File: config.mk
export PLATFORM = sky130hd
export DESIGN_NAME = cell_draw_engine
export DESIGN_NICKNAME = d
export VERILOG_FILES = /design/src/rtl/snake_pkg.sv /design/src/rtl/cell_draw_engine_color_lut.sv /design/src/rtl/cell_draw_engine.sv
export SDC_FILE = /design/constraint.sdc
export NUM_CORES = 1
export LEC_CHECK = 0
export CAP_MARGIN = 20
export CORE_UTILIZATION = 30
export DETAILED_ROUTE_END_ITERATION = 8
export SYNTH_ARGS = -nofsm -noshare
export SYNTH_HDL_FRONTEND = slang
export SYNTH_SLANG_ARGS = --single-unit
File: constraint.sdc
create_clock -name clk -period 2 [get_ports clk]
set_input_delay 0.3 -clock clk [delete_from_list [all_inputs] [get_ports clk]]
set_output_delay 0.3 -clock clk [all_outputs]
set_load 0.1 [all_outputs]
File: src/rtl/snake_pkg.sv
// Shared types and constants for the snake display pipeline (frame tracker and cell draw engine).
package snake_pkg;

  localparam int GRID_W_DEF  = 16;
  localparam int GRID_H_DEF  = 12;
  localparam int CELL_PX_DEF = 20;

  typedef enum logic [2:0] {
    OBJ_BLANK      = 3'd0,
    OBJ_SNAKE_HEAD = 3'd1,
    OBJ_SNAKE_BODY = 3'd2,
    OBJ_APPLE      = 3'd3,
    OBJ_BORDER     = 3'd4
  } obj_code_t;

  typedef enum logic {
    ST_SCAN = 1'b0,
    ST_DRAW = 1'b1
  } draw_state_t;

  localparam logic [15:0] COLOR_BLANK      = 16'h0000;
  localparam logic [15:0] COLOR_SNAKE_HEAD = 16'h07E0;
  localparam logic [15:0] COLOR_SNAKE_BODY = 16'h03E0;
  localparam logic [15:0] COLOR_APPLE      = 16'hF800;
  localparam logic [15:0] COLOR_BORDER     = 16'h8410;
  localparam logic [15:0] GRID_COLOR       = 16'h2104;

endpackage

File: src/rtl/cell_draw_engine_color_lut.sv
// Object code to RGB565 lookup. With CELL_DRAW_GRID_LINES_EN defined, blank cells
// get a grid line on their top row and left column.
module cell_color_lut
  import snake_pkg::*;
(
  input  logic [2:0]  obj_code,
`ifdef CELL_DRAW_GRID_LINES_EN
  input  logic        edge_px,
`endif
  output logic [15:0] color
);

  logic [15:0] blank_color;

`ifdef CELL_DRAW_GRID_LINES_EN
  assign blank_color = edge_px ? GRID_COLOR : COLOR_BLANK;
`else
  assign blank_color = COLOR_BLANK;
`endif

  // Undefined codes fall through to the blank colour.
  always_comb begin
    color = blank_color;
    case (obj_code)
      OBJ_SNAKE_HEAD: color = COLOR_SNAKE_HEAD;
      OBJ_SNAKE_BODY: color = COLOR_SNAKE_BODY;
      OBJ_APPLE:      color = COLOR_APPLE;
      OBJ_BORDER:     color = COLOR_BORDER;
      default:        color = blank_color;
    endcase
  end

endmodule

File: src/rtl/cell_draw_engine.sv
// Scans the frame tracker and streams each changed cell as a CELL_PX x CELL_PX RGB565 rectangle.
// Optional feature macro: CELL_DRAW_GRID_LINES_EN (grid lines on blank cells).
module cell_draw_engine
  import snake_pkg::*;
#(
  parameter int GRID_W  = GRID_W_DEF,
  parameter int GRID_H  = GRID_H_DEF,
  parameter int CELL_PX = CELL_PX_DEF,
  localparam int PX_W   = $clog2(GRID_W * CELL_PX),
  localparam int PY_W   = $clog2(GRID_H * CELL_PX),
  localparam int CNT_W  = $clog2(CELL_PX)
) (
  input  logic            clk,
  input  logic            rst,
  input  logic            run,
  input  logic            diff,
  input  logic [2:0]      obj_code,
  input  logic [3:0]      x,
  input  logic [3:0]      y,
  output logic            scan_en,
  output logic            busy,
  output logic            frame_done,
  output logic            px_valid,
  input  logic            px_ready,
  output logic [PX_W-1:0] px_x,
  output logic [PY_W-1:0] px_y,
  output logic [15:0]     px_color
);

  localparam logic [CNT_W-1:0] CNT_LAST = CNT_W'(CELL_PX - 1);
  localparam logic [3:0]       X_LAST   = 4'(GRID_W - 1);
  localparam logic [3:0]       Y_LAST   = 4'(GRID_H - 1);

  draw_state_t      state_q, state_d;
  logic [3:0]       cx_q, cx_d;
  logic [3:0]       cy_q, cy_d;
  logic [2:0]       code_q, code_d;
  logic [CNT_W-1:0] col_q, col_d;
  logic [CNT_W-1:0] row_q, row_d;
  logic             frame_done_q, frame_done_d;
  logic [15:0]      lut_color;

  always_ff @(posedge clk) begin
    if (rst) begin
      state_q      <= ST_SCAN;
      cx_q         <= '0;
      cy_q         <= '0;
      code_q       <= '0;
      col_q        <= '0;
      row_q        <= '0;
      frame_done_q <= 1'b0;
    end else begin
      state_q      <= state_d;
      cx_q         <= cx_d;
      cy_q         <= cy_d;
      code_q       <= code_d;
      col_q        <= col_d;
      row_q        <= row_d;
      frame_done_q <= frame_done_d;
    end
  end

  always_comb begin
    state_d      = state_q;
    cx_d         = cx_q;
    cy_d         = cy_q;
    code_d       = code_q;
    col_d        = col_q;
    row_d        = row_q;
    // The tracker advances on every scan_en edge, so the wrap is seen exactly once per frame.
    frame_done_d = scan_en && (x == X_LAST) && (y == Y_LAST);
    case (state_q)
      ST_SCAN: begin
        if (scan_en && diff) begin
          state_d = ST_DRAW;
          cx_d    = x;
          cy_d    = y;
          code_d  = obj_code;
          col_d   = '0;
          row_d   = '0;
        end
      end
      ST_DRAW: begin
        if (px_ready) begin
          if (col_q == CNT_LAST) begin
            col_d = '0;
            if (row_q == CNT_LAST) begin
              row_d   = '0;
              state_d = ST_SCAN;
            end else begin
              row_d = row_q + 1'b1;
            end
          end else begin
            col_d = col_q + 1'b1;
          end
        end
      end
      default: state_d = ST_SCAN;
    endcase
  end

  always_comb begin
    scan_en    = run && (state_q == ST_SCAN);
    busy       = (state_q == ST_DRAW);
    px_valid   = busy;
    frame_done = frame_done_q;
  end

  // Pixel address and colour come straight from held registers, so they stay stable under backpressure.
  assign px_x = PX_W'(cx_q) * PX_W'(CELL_PX) + PX_W'(col_q);
  assign px_y = PY_W'(cy_q) * PY_W'(CELL_PX) + PY_W'(row_q);
  assign px_color = px_valid ? lut_color : 16'h0000;

  cell_color_lut u_color_lut (
    .obj_code (code_q),
`ifdef CELL_DRAW_GRID_LINES_EN
    .edge_px  ((col_q == '0) || (row_q == '0)),
`endif
    .color    (lut_color)
  );

endmodule
Yosys cells after proc, flatten, opt, wreduce, memory -nomap -nowiden
Index checks and enable logic that the tools add are counted.
- register bits: 23
- input bits: 16
- output and inout port bits: 37
- add/subtract/negate cells: 4
- multiply operators: 2
- equality and inequality tests: 11
- multiplexer cells: 15
- bitwise gates (word level): 1
- reductions and logical operators: 7
- operators by type and width (cell ; number):
    16-bit one-hot mux with 4 select lines ; 1
    5-bit two-way mux ; 6
    5-bit one-hot mux with 2 select lines ; 2
    16-bit two-way mux ; 1
    5-bit by 1-bit adder with 5-bit output (second input constant) ; 2
    5-bit equality test (second input constant) ; 2
    9-bit by 5-bit adder with 9-bit output ; 1
    8-bit by 5-bit adder with 8-bit output ; 1
    4-bit equality test (second input constant) ; 2
    4-bit by 3-bit multiplier with 7-bit output (second input constant) ; 1
    3-bit by 2-bit equality test with 1-bit output (second input constant) ; 2
    4-bit by 3-bit multiplier with 6-bit output (second input constant) ; 1
    1-bit logical AND ; 4
    1-bit two-way mux ; 4
    2-bit inequality test (second input constant) ; 2
    2-bit AND reduction ; 2
    3-bit by 1-bit equality test with 1-bit output (second input constant) ; 1
    3-bit equality test (second input constant) ; 1
    3-bit AND reduction ; 1
    2-bit by 1-bit inequality test with 1-bit output (second input constant) ; 1
    1-bit one-hot mux with 2 select lines ; 1
    1-bit NOT ; 1

Logic depth before layout (Yosys ltp)
- depth after elaboration: 5
- depth in mapped cells: 7
- gate-level depth less buffers: 7

Hierarchy
Synthesis repeated with hierarchy kept, for this count alone.
- cells, all modules: 228
- area, all modules: 1791.7 um2
- by module, submodules not included (module ; times used ; cells each ; area an instance (um2) ; seq. area each (um2)):
    cell_draw_engine ; 1 ; 208 ; 1652.8 ; 460.4
    cell_color_lut ; 1 ; 20 ; 138.9 ; 0.0

Least setup slack after synthesis
Ideal clock, no wire load.
- path kind: reg-to-output
- start: reg state_q, in the netlist busy
- end: out px_color[15]
- data arrival time: 5435 ps
- slack: -3735 ps
- cell stages (with the launch flop): 6
- path through: dfxtp_1 -> buf_2 -> inv_1 -> buf_2 -> nor4b_1 -> or2_2
- longest elaborated chain between the ends: 1
- ends and longest elaborated chain (item ; RTL line ; text):
    start: declaration ; cell_draw_engine.sv:34 ; draw_state_t state_q, state_d;
    start signal: assignment ; cell_draw_engine.sv:53 ; state_q <= state_d;
    16-bit two-way mux ; cell_draw_engine.sv:112 ; assign px_color = px_valid ? lut_color : 16'h0000;
    end: declaration ; cell_draw_engine.sv:27 ; output logic [15:0] px_color
Every way passes these cells.

Final worst setup path
- start: reg cx_q[1]
- end: out px_x[8]
- longest elaborated chain between the ends: 2
- ends and longest elaborated chain (item ; RTL line ; text):
    start: declaration ; cell_draw_engine.sv:35 ; logic [3:0] cx_q, cx_d;
    start signal: assignment ; cell_draw_engine.sv:46 ; cx_q <= '0;
    start signal: assignment ; cell_draw_engine.sv:54 ; cx_q <= cx_d;
    4-bit by 3-bit multiplier with 7-bit output ; cell_draw_engine.sv:110 ; assign px_x = PX_W'(cx_q) * PX_W'(CELL_PX) + PX_W'(col_q);
    9-bit by 5-bit adder with 9-bit output ; cell_draw_engine.sv:110 ;
    end: declaration ; cell_draw_engine.sv:25 ; output logic [PX_W-1:0] px_x,
Every way passes these cells.

==> flow_summary.yaml <==
run_status:
  outcome: "finished with violations"
  failed_checks: "negative setup slack"
critical_path:
  reg2regPathDepth: 5
  path_max_fanout: 4
  cp_cell_sequence: "ha_4 > ha_4 > fa_2 > o2111ai_4 > xnor2_2 > mux2i_4 > buf_12"
  crit_start: "cx_q[1]"
  crit_top_cell: "ha_4"
  worst_path_largest_cell_delay_ns: 0.58
  end_kind: "output port"
  worst_r2r_startpoint: "col_q[0]"
  criticalPathCategory: "reg -> out"
  cp_num_buf_inv: 1
  worst_ep_arrival_time_ns: 2.23
  worst_setup_path_start_kind: "register"
  cpLargestDelayFamily: "adder cells"
  worstPathRequired_ns: 1.70
  critPathSlowestCell: "fa_2"
  worst-path-stages: 7
global_route:
  grt_use_total: 0.1508
  grt_antenna_before_repair: 0
  grt_first_pass_wirelength_mm: 7.217
  grt_max_degree: 17
  overflow: 0
  grt_pass1_vias: 1526
synthesis:
  synth_cell_types: 35
  synthCells: 201
  synth_area_sq_um: 1653
  avgSynthCellArea_sq_um: 8.223
  synth_seq_area_share: 0.2786
  yosys_warnings: 0
  ys_ff_latch: 23
power:
  p_sw_uw: 560.9
  p_clk_frac: 0.201
  p_leak_uw: 0.001170
  p_sw_frac: 0.3956
  seqPwrFrac: 0.350
  p_comb_frac: 0.449
  intPower_uw: 856.9
  power_density_nw_per_um2: 450.0
  irDropWorstVdd_v: 0.0006162
  power_uw: 1418
drt:
  wirelength_mm: 4.157
  drtIter0Drc: 37
  vias_per_cell: 4.716
  wire_per_inst_um: 12.41
  num_vias: 1580
  postRouteAntennaNets: 0
  drt-pass1-iter-count: 4
  drc: 0
sta:
  fin_skew_ns: 0.002136
  rsz0062_at_grt: "true"
  final.period_utilization: 1.264
  worst_slew_pin_slew_ns: 0.5389
  fin_ws_ns: -0.5286
  fin_tns_setup_ns: -2.699
  clock.fmax_mhz: 395.5
  period_needed_ns: 2.529
  relSlewSlack: 0.6395
  hold_violations: 0
  setup_viol: 9
  slew_violations: 0
clocking:
  numCtsBuffers: 3
  cts_htree_levels: 1
  cts.sinks: 23
  ctsHoldBuffers: 0
  root_buffer: "clkbuf_8"
  cts_tree: "built"
  clk_path_buf_depth: 2
  clk_latency_ns: 0.26
  cts.reportedPaths.clkPinSlew_ns: 0.08
placed_design:
  place_congestion: 0.7965
  dpl_worst_slack_ns: -0.2621
  place_area_sq_um: 2884
  placed_cells: 325
  io_buffers: 48
  dp_hpwl_mm: 3.258
worst_hold_path:
  worstHoldPathType: "reg -> reg"
  hp-start: "row_q[1]"
  hold_depth: 2
floorplan:
  die_w_um: 76.23
  row_count: 26
  core_sq_um: 5205
  initial_utilization: 0.3175
  die_area_sq_um: 5810
  die_y_um: 76.23
  io_pins: 53
final_layout:
  antennaDiodeCount: 0
  drive_above_1_share: 0.4679
  design_area_sq_um: 3151
  area_growth_pct: 90.61
  final_cells: 335
  final_nets: 301
run:
  cap_violations: 0
==> worst paths after layout <==
path | end | slack, ns
min reg2reg | row_q[1] | 0.49
min | row_q[1] | 0.49
max | px_x[8] | -0.53
max reg2reg | col_q[4] | 0.23
==> cell families (layout without fill, tap and decap cells) <==
group | count (synthesis) | in the layout | synth area share
xor gates and xnor gates | 13 | 13 | 0.06889
DFF | 23 | 23 | 0.2786
adders and majority gates | 19 | 19 | 0.1620
and+or+nand+nor | 68 | 68 | 0.2127
AOI/OAI and AO/OA | 41 | 41 | 0.1484
muxes | 2 | 2 | 0.01211
buffers and inverters | 34 | 95 | 0.1151
other | 1 | 4 | 0.002269
==> cell usage in the layout (no fill, tap or decap), drive strengths merged <==
master         instances
nand4b                 1
or2                    1
nand4                  1
nor2b                  3
ha                    15
and4bb                 1
nand3b                 5
or3                    2
mux2i                  2
clkbuf                 4
xnor2                 13
nor3                   6
nand3                  4
a21oi                 22
nand2                 28
o32ai                  2
conb                   4
inv                   11
a22oi                  2
a21o                   2
nand2b                 5
clkdlybuf4s50         15
and3b                  1
o21ai                  6
o31ai                  2
buf                   65
o2bb2ai                1
dfxtp                 23
or4                    2
nor2                   7
o2111ai                2
nor4b                  1
fa                     4
o21a                   1
o41ai                  1
==> cell type report <==
type | instances | area, sq um
fill | 427 | 2054
multi-input combinational | 147 | 1479
timing repair buffer | 80 | 1016
sequential | 23 | 479.2
tap | 70 | 87.58
clock buffer | 4 | 45.04
inverter | 11 | 43.79
==> sequential cells by signal, summed over array words and instances, names as in the netlist <==
name and flops:
code_q 3, cy_q 4, row_q 5, busy 1, cx_q 4, col_q 5, frame_done 1
==> metal layers <==
layer,global-route usage,vias to the layer above,share of wire
li1,-,801,-
met1,0.2091,732,0.46
met2,0.2468,45,0.48
met3,0.02754,2,0.050
met4,0.02308,0,0.0038
met5,0,-,0
==> power by group through the flow <==
stage	Clock [uW]	Combinational, uW	Sequential [uW]
2_1_floorplan	0	439	517
3_3_place_gp	0	611	504
3_5_place_dp	0	614	505
4_1_cts	296	636	497
5_1_grt	321	667	499
6_report	285	637	496
==> cell usage after synthesis <==
cell        n  area, sq um
a21o_1      2        15.01
a21oi_1    22        110.1
a22oi_1     2        15.01
and3b_1     1        8.760
and4bb_4    1        16.27
buf_2       2        10.01
buf_4      16        120.1
clkbuf_1    5        18.77
conb_1      1        3.750
dfxtp_1    23        460.4
fa_1        4        80.08
ha_1       15        187.7
inv_1      11        41.29
mux2i_1     2        20.02
nand2_1    28        105.1
nand2b_1    5        31.28
nand3_1     4        20.02
nand3b_1    5        37.54
nand4_1     1        6.260
nand4b_1    1        8.760
nor2_1      7        26.28
nor2b_1     3        18.77
nor3_1      6        30.03
nor4b_1     1        8.760
o2111ai_1   2        17.52
o21a_1      1        7.510
o21ai_0     6        30.03
o2bb2ai_1   1        8.760
o31ai_1     2        15.01
o32ai_1     2        17.52
o41ai_1     1        8.760
or2_2       1        6.260
or3_1       2        12.51
or4_1       2        15.01
xnor2_1    13        113.9
==> tightest hold or removal path, delay by kind of cell, from the launching register on <==
| kind | cells | cell delay, ns |
|---|---|---|
| DFF | 1 | 0.34 |
| AOI/OAI and AO/OA | 1 | 0.05 |
| and+or+nand+nor | 1 | 0.06 |
==> stage by stage <==
stage / util / hold slack [ns]
5_1_grt: 0.6053 / 0.5627
4_1_cts: 0.5990 / 0.4973
6_report: 0.6053 / 0.4939
3_5_place_dp: 0.5541 / 0.4826
2_1_floorplan: - / 0.4256
3_3_place_gp: 0.5541 / 0.4871
==> timing repair <==
item / CTS / global route
endpoints found under the setup margin: 11 / 16
pin swaps: 17 / 14
resized for setup: 30 / 8
setup buffers: 5 / 4
Power figures use the tool's default switching activity.
